==> src/rtl/mem_pkg.sv <==
// Shared constants, state encoding and small helpers for the load/store memory stage.
package mem_pkg;

  localparam logic [2:0] F3_B  = 3'b000;
  localparam logic [2:0] F3_H  = 3'b001;
  localparam logic [2:0] F3_W  = 3'b010;
  localparam logic [2:0] F3_D  = 3'b011;
  localparam logic [2:0] F3_BU = 3'b100;
  localparam logic [2:0] F3_HU = 3'b101;
  localparam logic [2:0] F3_WU = 3'b110;
  localparam logic [2:0] F3_ILL = 3'b111;

  localparam int unsigned WAIT_LIMIT_DEFAULT = 16;

  typedef enum logic [1:0] {
    IDLE   = 2'd0,
    ACCESS = 2'd1,
    RESP   = 2'd2
  } state_e;

  // size encodes 1/2/4/8 bytes as 0/1/2/3
  function automatic logic is_misaligned(input logic [1:0] size, input logic [2:0] off);
    logic mis;
    case (size)
      2'b00:   mis = 1'b0;
      2'b01:   mis = off[0];
      2'b10:   mis = |off[1:0];
      default: mis = |off;
    endcase
    return mis;
  endfunction

  function automatic logic [7:0] store_strb(input logic [1:0] size, input logic [2:0] off);
    logic [7:0] strb;
    case (size)
      2'b00:   strb = 8'h01 << off;
      2'b01:   strb = 8'h03 << off;
      2'b10:   strb = 8'h0F << off;
      default: strb = 8'hFF;
    endcase
    return strb;
  endfunction

endpackage

==> src/rtl/lsu_load_align.sv <==
// Combinational load-data extraction: picks the addressed lane and sign/zero-extends it.
module lsu_load_align
  import mem_pkg::*;
(
  input  logic [63:0] rdata,
  input  logic [2:0]  off,
  input  logic [2:0]  funct3,
  output logic [63:0] load_data
);

  logic [63:0] lane_s;

  // shift the addressed byte lane down to bit 0, then extend per funct3
  always_comb begin
    lane_s    = rdata >> {off, 3'b000};
    load_data = 64'h0;
    case (funct3)
      F3_B:    load_data = {{56{lane_s[7]}},  lane_s[7:0]};
      F3_H:    load_data = {{48{lane_s[15]}}, lane_s[15:0]};
      F3_W:    load_data = {{32{lane_s[31]}}, lane_s[31:0]};
      F3_D:    load_data = lane_s;
      F3_BU:   load_data = {56'h0, lane_s[7:0]};
      F3_HU:   load_data = {48'h0, lane_s[15:0]};
      F3_WU:   load_data = {32'h0, lane_s[31:0]};
      default: load_data = 64'h0;
    endcase
  end

endmodule

==> src/rtl/lsu_mem_stage.sv <==
// Memory-access stage: runs one load or store per accepted start over a req/ack data bus,
// reporting completion, misalignment and bus errors back to the sequencer.
module lsu_mem_stage
  import mem_pkg::*;
#(
  parameter int unsigned WAIT_LIMIT = WAIT_LIMIT_DEFAULT
) (
  input  logic        clk,
  input  logic        rst_n,
  input  logic        start,
  input  logic        mem_read,
  input  logic        mem_write,
  input  logic [2:0]  funct3,
  input  logic [63:0] valE,
  input  logic [63:0] store_data,
  output logic        busy,
  output logic        done,
  output logic [63:0] load_data,
  output logic        misalign,
  output logic        bus_err,
  output logic        dmem_req,
  output logic        dmem_we,
  output logic [63:0] dmem_addr,
  output logic [63:0] dmem_wdata,
  output logic [7:0]  dmem_wstrb,
  input  logic        dmem_ack,
  input  logic [63:0] dmem_rdata
);

  localparam logic [7:0] LIMIT_M1 = 8'(WAIT_LIMIT - 1);

  state_e      state_r;
  logic [7:0]  wait_cnt_r;
  logic [2:0]  off_r;
  logic [2:0]  f3_r;
  logic        is_store_r;

  logic        illegal_s;
  logic        misaligned_s;
  logic [63:0] shifted_wdata_s;
  logic [7:0]  strb_s;
  logic [63:0] align_data_s;

  // decode the incoming request before it is latched
  always_comb begin
    illegal_s       = 1'b0;
    misaligned_s    = 1'b0;
    shifted_wdata_s = store_data << {valE[2:0], 3'b000};
    strb_s          = store_strb(funct3[1:0], valE[2:0]);
    if ((mem_read && mem_write) || (mem_write && funct3[2]) ||
        (mem_read && (funct3 == F3_ILL))) begin
      illegal_s = 1'b1;
    end else begin
      illegal_s = 1'b0;
    end
    misaligned_s = is_misaligned(funct3[1:0], valE[2:0]);
  end

  lsu_load_align u_align (
    .rdata     (dmem_rdata),
    .off       (off_r),
    .funct3    (f3_r),
    .load_data (align_data_s)
  );

  // transaction sequencer; every output is driven from here
  always_ff @(posedge clk or negedge rst_n) begin
    if (!rst_n) begin
      state_r    <= IDLE;
      wait_cnt_r <= 8'd0;
      off_r      <= 3'd0;
      f3_r       <= 3'd0;
      is_store_r <= 1'b0;
      busy       <= 1'b0;
      done       <= 1'b0;
      load_data  <= 64'h0;
      misalign   <= 1'b0;
      bus_err    <= 1'b0;
      dmem_req   <= 1'b0;
      dmem_we    <= 1'b0;
      dmem_addr  <= 64'h0;
      dmem_wdata <= 64'h0;
      dmem_wstrb <= 8'h00;
    end else begin
      case (state_r)
        IDLE: begin
          done <= 1'b0;
          if (start) begin
            off_r      <= valE[2:0];
            f3_r       <= funct3;
            is_store_r <= mem_write;
            wait_cnt_r <= 8'd0;
            misalign   <= 1'b0;
            bus_err    <= 1'b0;
            load_data  <= 64'h0;
            busy       <= 1'b1;
            if (!mem_read && !mem_write) begin
              state_r <= RESP;
              done    <= 1'b1;
            end else if (illegal_s) begin
              bus_err <= 1'b1;
              state_r <= RESP;
              done    <= 1'b1;
            end else if (misaligned_s) begin
              misalign <= 1'b1;
              state_r  <= RESP;
              done     <= 1'b1;
            end else begin
              state_r    <= ACCESS;
              dmem_req   <= 1'b1;
              dmem_we    <= mem_write;
              dmem_addr  <= {valE[63:3], 3'b000};
              dmem_wdata <= mem_write ? shifted_wdata_s : 64'h0;
              dmem_wstrb <= mem_write ? strb_s : 8'h00;
            end
          end else begin
            busy <= 1'b0;
          end
        end
        ACCESS: begin
          if (dmem_ack) begin
            load_data  <= is_store_r ? 64'h0 : align_data_s;
            dmem_req   <= 1'b0;
            dmem_we    <= 1'b0;
            dmem_wstrb <= 8'h00;
            done       <= 1'b1;
            state_r    <= RESP;
          end else if (wait_cnt_r == LIMIT_M1) begin
            load_data  <= 64'h0;
            bus_err    <= 1'b1;
            dmem_req   <= 1'b0;
            dmem_we    <= 1'b0;
            dmem_wstrb <= 8'h00;
            done       <= 1'b1;
            state_r    <= RESP;
          end else begin
            wait_cnt_r <= wait_cnt_r + 8'd1;
          end
        end
        RESP: begin
          done    <= 1'b0;
          busy    <= 1'b0;
          state_r <= IDLE;
        end
        default: begin
          done       <= 1'b0;
          busy       <= 1'b0;
          dmem_req   <= 1'b0;
          dmem_we    <= 1'b0;
          dmem_wstrb <= 8'h00;
          state_r    <= IDLE;
        end
      endcase
    end
  end

endmodule

==> config.mk <==
export PLATFORM = sky130hd
export DESIGN_NAME = lsu_mem_stage
export DESIGN_NICKNAME = d
export VERILOG_FILES = /design/src/rtl/mem_pkg.sv /design/src/rtl/lsu_load_align.sv /design/src/rtl/lsu_mem_stage.sv
export SDC_FILE = /design/constraint.sdc
export NUM_CORES = 1
export LEC_CHECK = 0
export CAP_MARGIN = 20
export CELL_PAD_IN_SITES_DETAIL_PLACEMENT = 1
export CELL_PAD_IN_SITES_GLOBAL_PLACEMENT = 1
export CORE_ASPECT_RATIO = 0.6
export CORE_MARGIN = 5
export CORE_UTILIZATION = 36
export DETAILED_ROUTE_END_ITERATION = 12
export GPL_TIMING_DRIVEN = 0
export PLACE_DENSITY_LB_ADDON = 0.1
export SLEW_MARGIN = 15
export SYNTH_ARGS = -nofsm -noshare
export SYNTH_HDL_FRONTEND = slang
export SYNTH_HIERARCHICAL = 1
export SYNTH_SLANG_ARGS = --single-unit
==> constraint.sdc <==
create_clock -name clk -period 2 [get_ports clk]
set_input_delay 0.4 -clock clk [delete_from_list [all_inputs] [get_ports clk]]
set_output_delay 0.4 -clock clk [all_outputs]
set_load 0.01 [all_outputs]
==> metrics <==
die width=252 um; routed vias/inst=5.69; initial antenna violation count=10; Vias=11800; Hold Fails Final Rpt=0; EDFF count, synth=0; Die H=155 um; Power Dens Cells=984 nW/um^2; placed cell count=1953; FMAX=464 MHz; fraction of layout cells with a size suffix above 1=0.268; CTS Root Cell=clkbuf_16; # rows=53; number of max-cap violations=0; post-synthesis cell area=12600 um^2; Post-synth top flop=dfrtp_1; Worst-Margin Slew=735 ps; RD Place Congestion=0.990; H-tree Lvls=1; run status=complete, but fails checks; worst-path cell chain=buf_12 -> buf_4 -> mux4_2 -> nor2b_1 -> o21ai_2 -> nand3_1 -> a22o_1; min-delay src=funct3[0]; First-pass DRT Iterations=5; worst r2r src=off_r[0]$_DFFE_PN0P_; Reg area=5510 um^2; Filler cells=3617; number of remaining DRC errors=0; Static Leak=8.46 nW; Multi-input gate area=7050 um^2; non-filler cells, final=2077; Crit path max-delay family=compound AO/OA/AOI/OAI gates; failing checks=setup timing; clk_lat worst skew=560 ps; Yosys Warn Count=6; Netlist cell types=60; min-delay worst type=primary input to flip-flop; HPWL Detailed=44000 um; Crit-path slowest cell=mux4_2; CP max stage delay=490 ps; ANT nets after route=0; wire per inst=28.0 um; Setup Viol. Count Final=42; clock slew seen by the registers of the worst setup and hold paths=70 ps; Synth top area share=0.437; WP data arrival=2600 ps; Setup Crit Path Kind=flip-flop to flip-flop; crit path launch type=flip-flop; Setup WS pre-CTS=-1340 ps; Slew headroom=0.509; Placeable Area=34700 um^2; Synth area leaders=dfrtp_1 44%, mux2i_1 8.0%, mux4_2 6.6%; Clock Skews=28.4 ps; WL final=58200 um; Final nets=1794; final worst-path cycle share=1.08; setup slack after layout=-156 ps; Post-synth ARST share=1.00; CTS tree=done; GRT Util Overall=0.282; Worst Path Buf+Inv=2; crit path from=off_r[0]$_DFFE_PN0P_; # IOs=407; Iter 0 DRT Violations=1061; TritonCTS buffer count=24; Die ar.=39000 um^2; critical-path maximum fanout=9; Layout area overhead=56.7%; Worst VDD drop=0.000765 V; area leader, netlist=dfrtp_1; #FFs+latches synth=220; Max Slew Vio Count=0; first-pass GRT wire length=83400 um; grt ovf=0; CTS max path bufs=3; fin crit period=2160 ps; Worst setup EP type=flip-flop; Synth Area per Inst=11.7 um^2; Final Power=19.4 mW; Seq/Total Area, Yosys=0.437; vias in the first global route=12400; RSZ-0062 raised after global routing=yes; WP data required=2450 ps; CTS Sinks=220; Syn Inst Count=1080; largest net degree at the start of global routing=79; Port Buffer Count=401; initial core utilization=0.363
flip-flops by register name, summed over array words and instances, names as in the netlist, 2 cells and up:
signal      flops
wait_cnt_r      8
f3_r            3
load_data      64
off_r           3
dmem_wstrb      8
dmem_addr      61
state_r         2
dmem_wdata     64
cell families after synthesis:
group           share of synthesized area
flops                               0.437
other cells                      0.000298
xor+xnor                          0.00278
fa+ha+maj                         0.00596
compound gates                      0.143
buf+inv                            0.0516
simple gates                       0.0979
mux                                 0.261
cells in the mapped netlist (9+ instances only):
cell,instances
buf_6,16
o21ai_0,38
mux2i_1,101
mux2_2,72
o2bb2ai_1,38
o211ai_1,9
buf_1,14
mux2_1,39
clkbuf_1,33
nor2b_1,23
a22oi_1,9
o22ai_1,10
a22o_1,80
buf_2,27
nand3_1,24
nand4_1,34
nor2_1,30
dfrtp_1,220
mux2_4,12
buf_4,13
and3_1,17
o31ai_1,12
nand2_1,68
a211oi_1,10
mux4_2,37
nand2b_1,9
a21oi_1,12
final timing paths:
kind | to | slack, ps | cells after the start
setup reg to reg | load_data[27]$_DFFE_PN0P_ | -160 | 7
max in group asynchronous | load_data[10]$_DFFE_PN0P_ | 740 | 3
min in group asynchronous | dmem_addr[28]$_DFFE_PN0P_ | 400 | 2
hold reg to reg | dmem_req$_DFFE_PN0P_ | 480 | 1
hold / removal | f3_r[0]$_DFFE_PN0P_ | 230 | 3
setup / recovery | load_data[27]$_DFFE_PN0P_ | -160 | 7
power by group:
| group | total [mW] | switching, mW | internal (mW) |
|---|---|---|---|
| clock network | 4.57 | 2.00 | 2.57 |
| registers | 5.95 | 0.586 | 5.37 |
| logic | 8.89 | 4.25 | 4.65 |
| total | 19.4 | 6.83 | 12.6 |
through the flow:
stage               setup TNS [ps]   util  hold WS [ps]  area, um^2
finish                       -2340  0.568           232       19700
global route                 -6240  0.568           229       19700
CTS                          -1320  0.539           356       18700
detailed placement         -203290  0.497           420       17300
global placement          -2223280  0.495           459       17200
floorplan                        0      -           104       12600
worst min-delay path: stages:
cell      delay, ps
clkbuf_2        130
inv_1           110
o21ai_0          90
timing repair:
action	in CTS	in global routing
gates resized for setup	124	155
gates cloned	3	6
setup buffers	26	44
pin swaps	20	41
endpoints found under the hold margin	71	0
setup endpoints to repair	203	191
hold buffers	1	0
final cells by class:
type	instances	share of cell area
multi-input cells	749	0.357
plain buffers	102	0.0441
flip-flops and latches	220	0.279
repair buffers	483	0.247
clock inverters	8	0.00539
inverters	7	0.00177
clock buffers	32	0.0350
diodes	9	0.00114
well taps	467	0.0296
placed cells by master (no fill, tap or decap), drive strengths merged, types with 23 or more instances in the layout:
cell type,instances
nand3,24
nor2b,23
nand2,68
mux4,37
clkbuf,69
nand4,36
buf,148
a22o,80
mux2i,102
nor2,30
mux2,123
o21ai,46
clkdlybuf4s50,395
o2bb2ai,38
dfrtp,220
metal layers:
| metal | share of wire | vias up | wire length (um) | GRT usage |
|---|---|---|---|---|
| li1 | - | 5131 | - | - |
| met1 | 0.44 | 6085 | 25600 | 0.404 |
| met2 | 0.43 | 524 | 25000 | 0.406 |
| met3 | 0.11 | 73 | 6390 | 0.110 |
| met4 | 0.021 | 2 | 1220 | 0.0589 |
| met5 | 0.00022 | - | 13 | 0 |
Power figures use the tool's default switching activity.
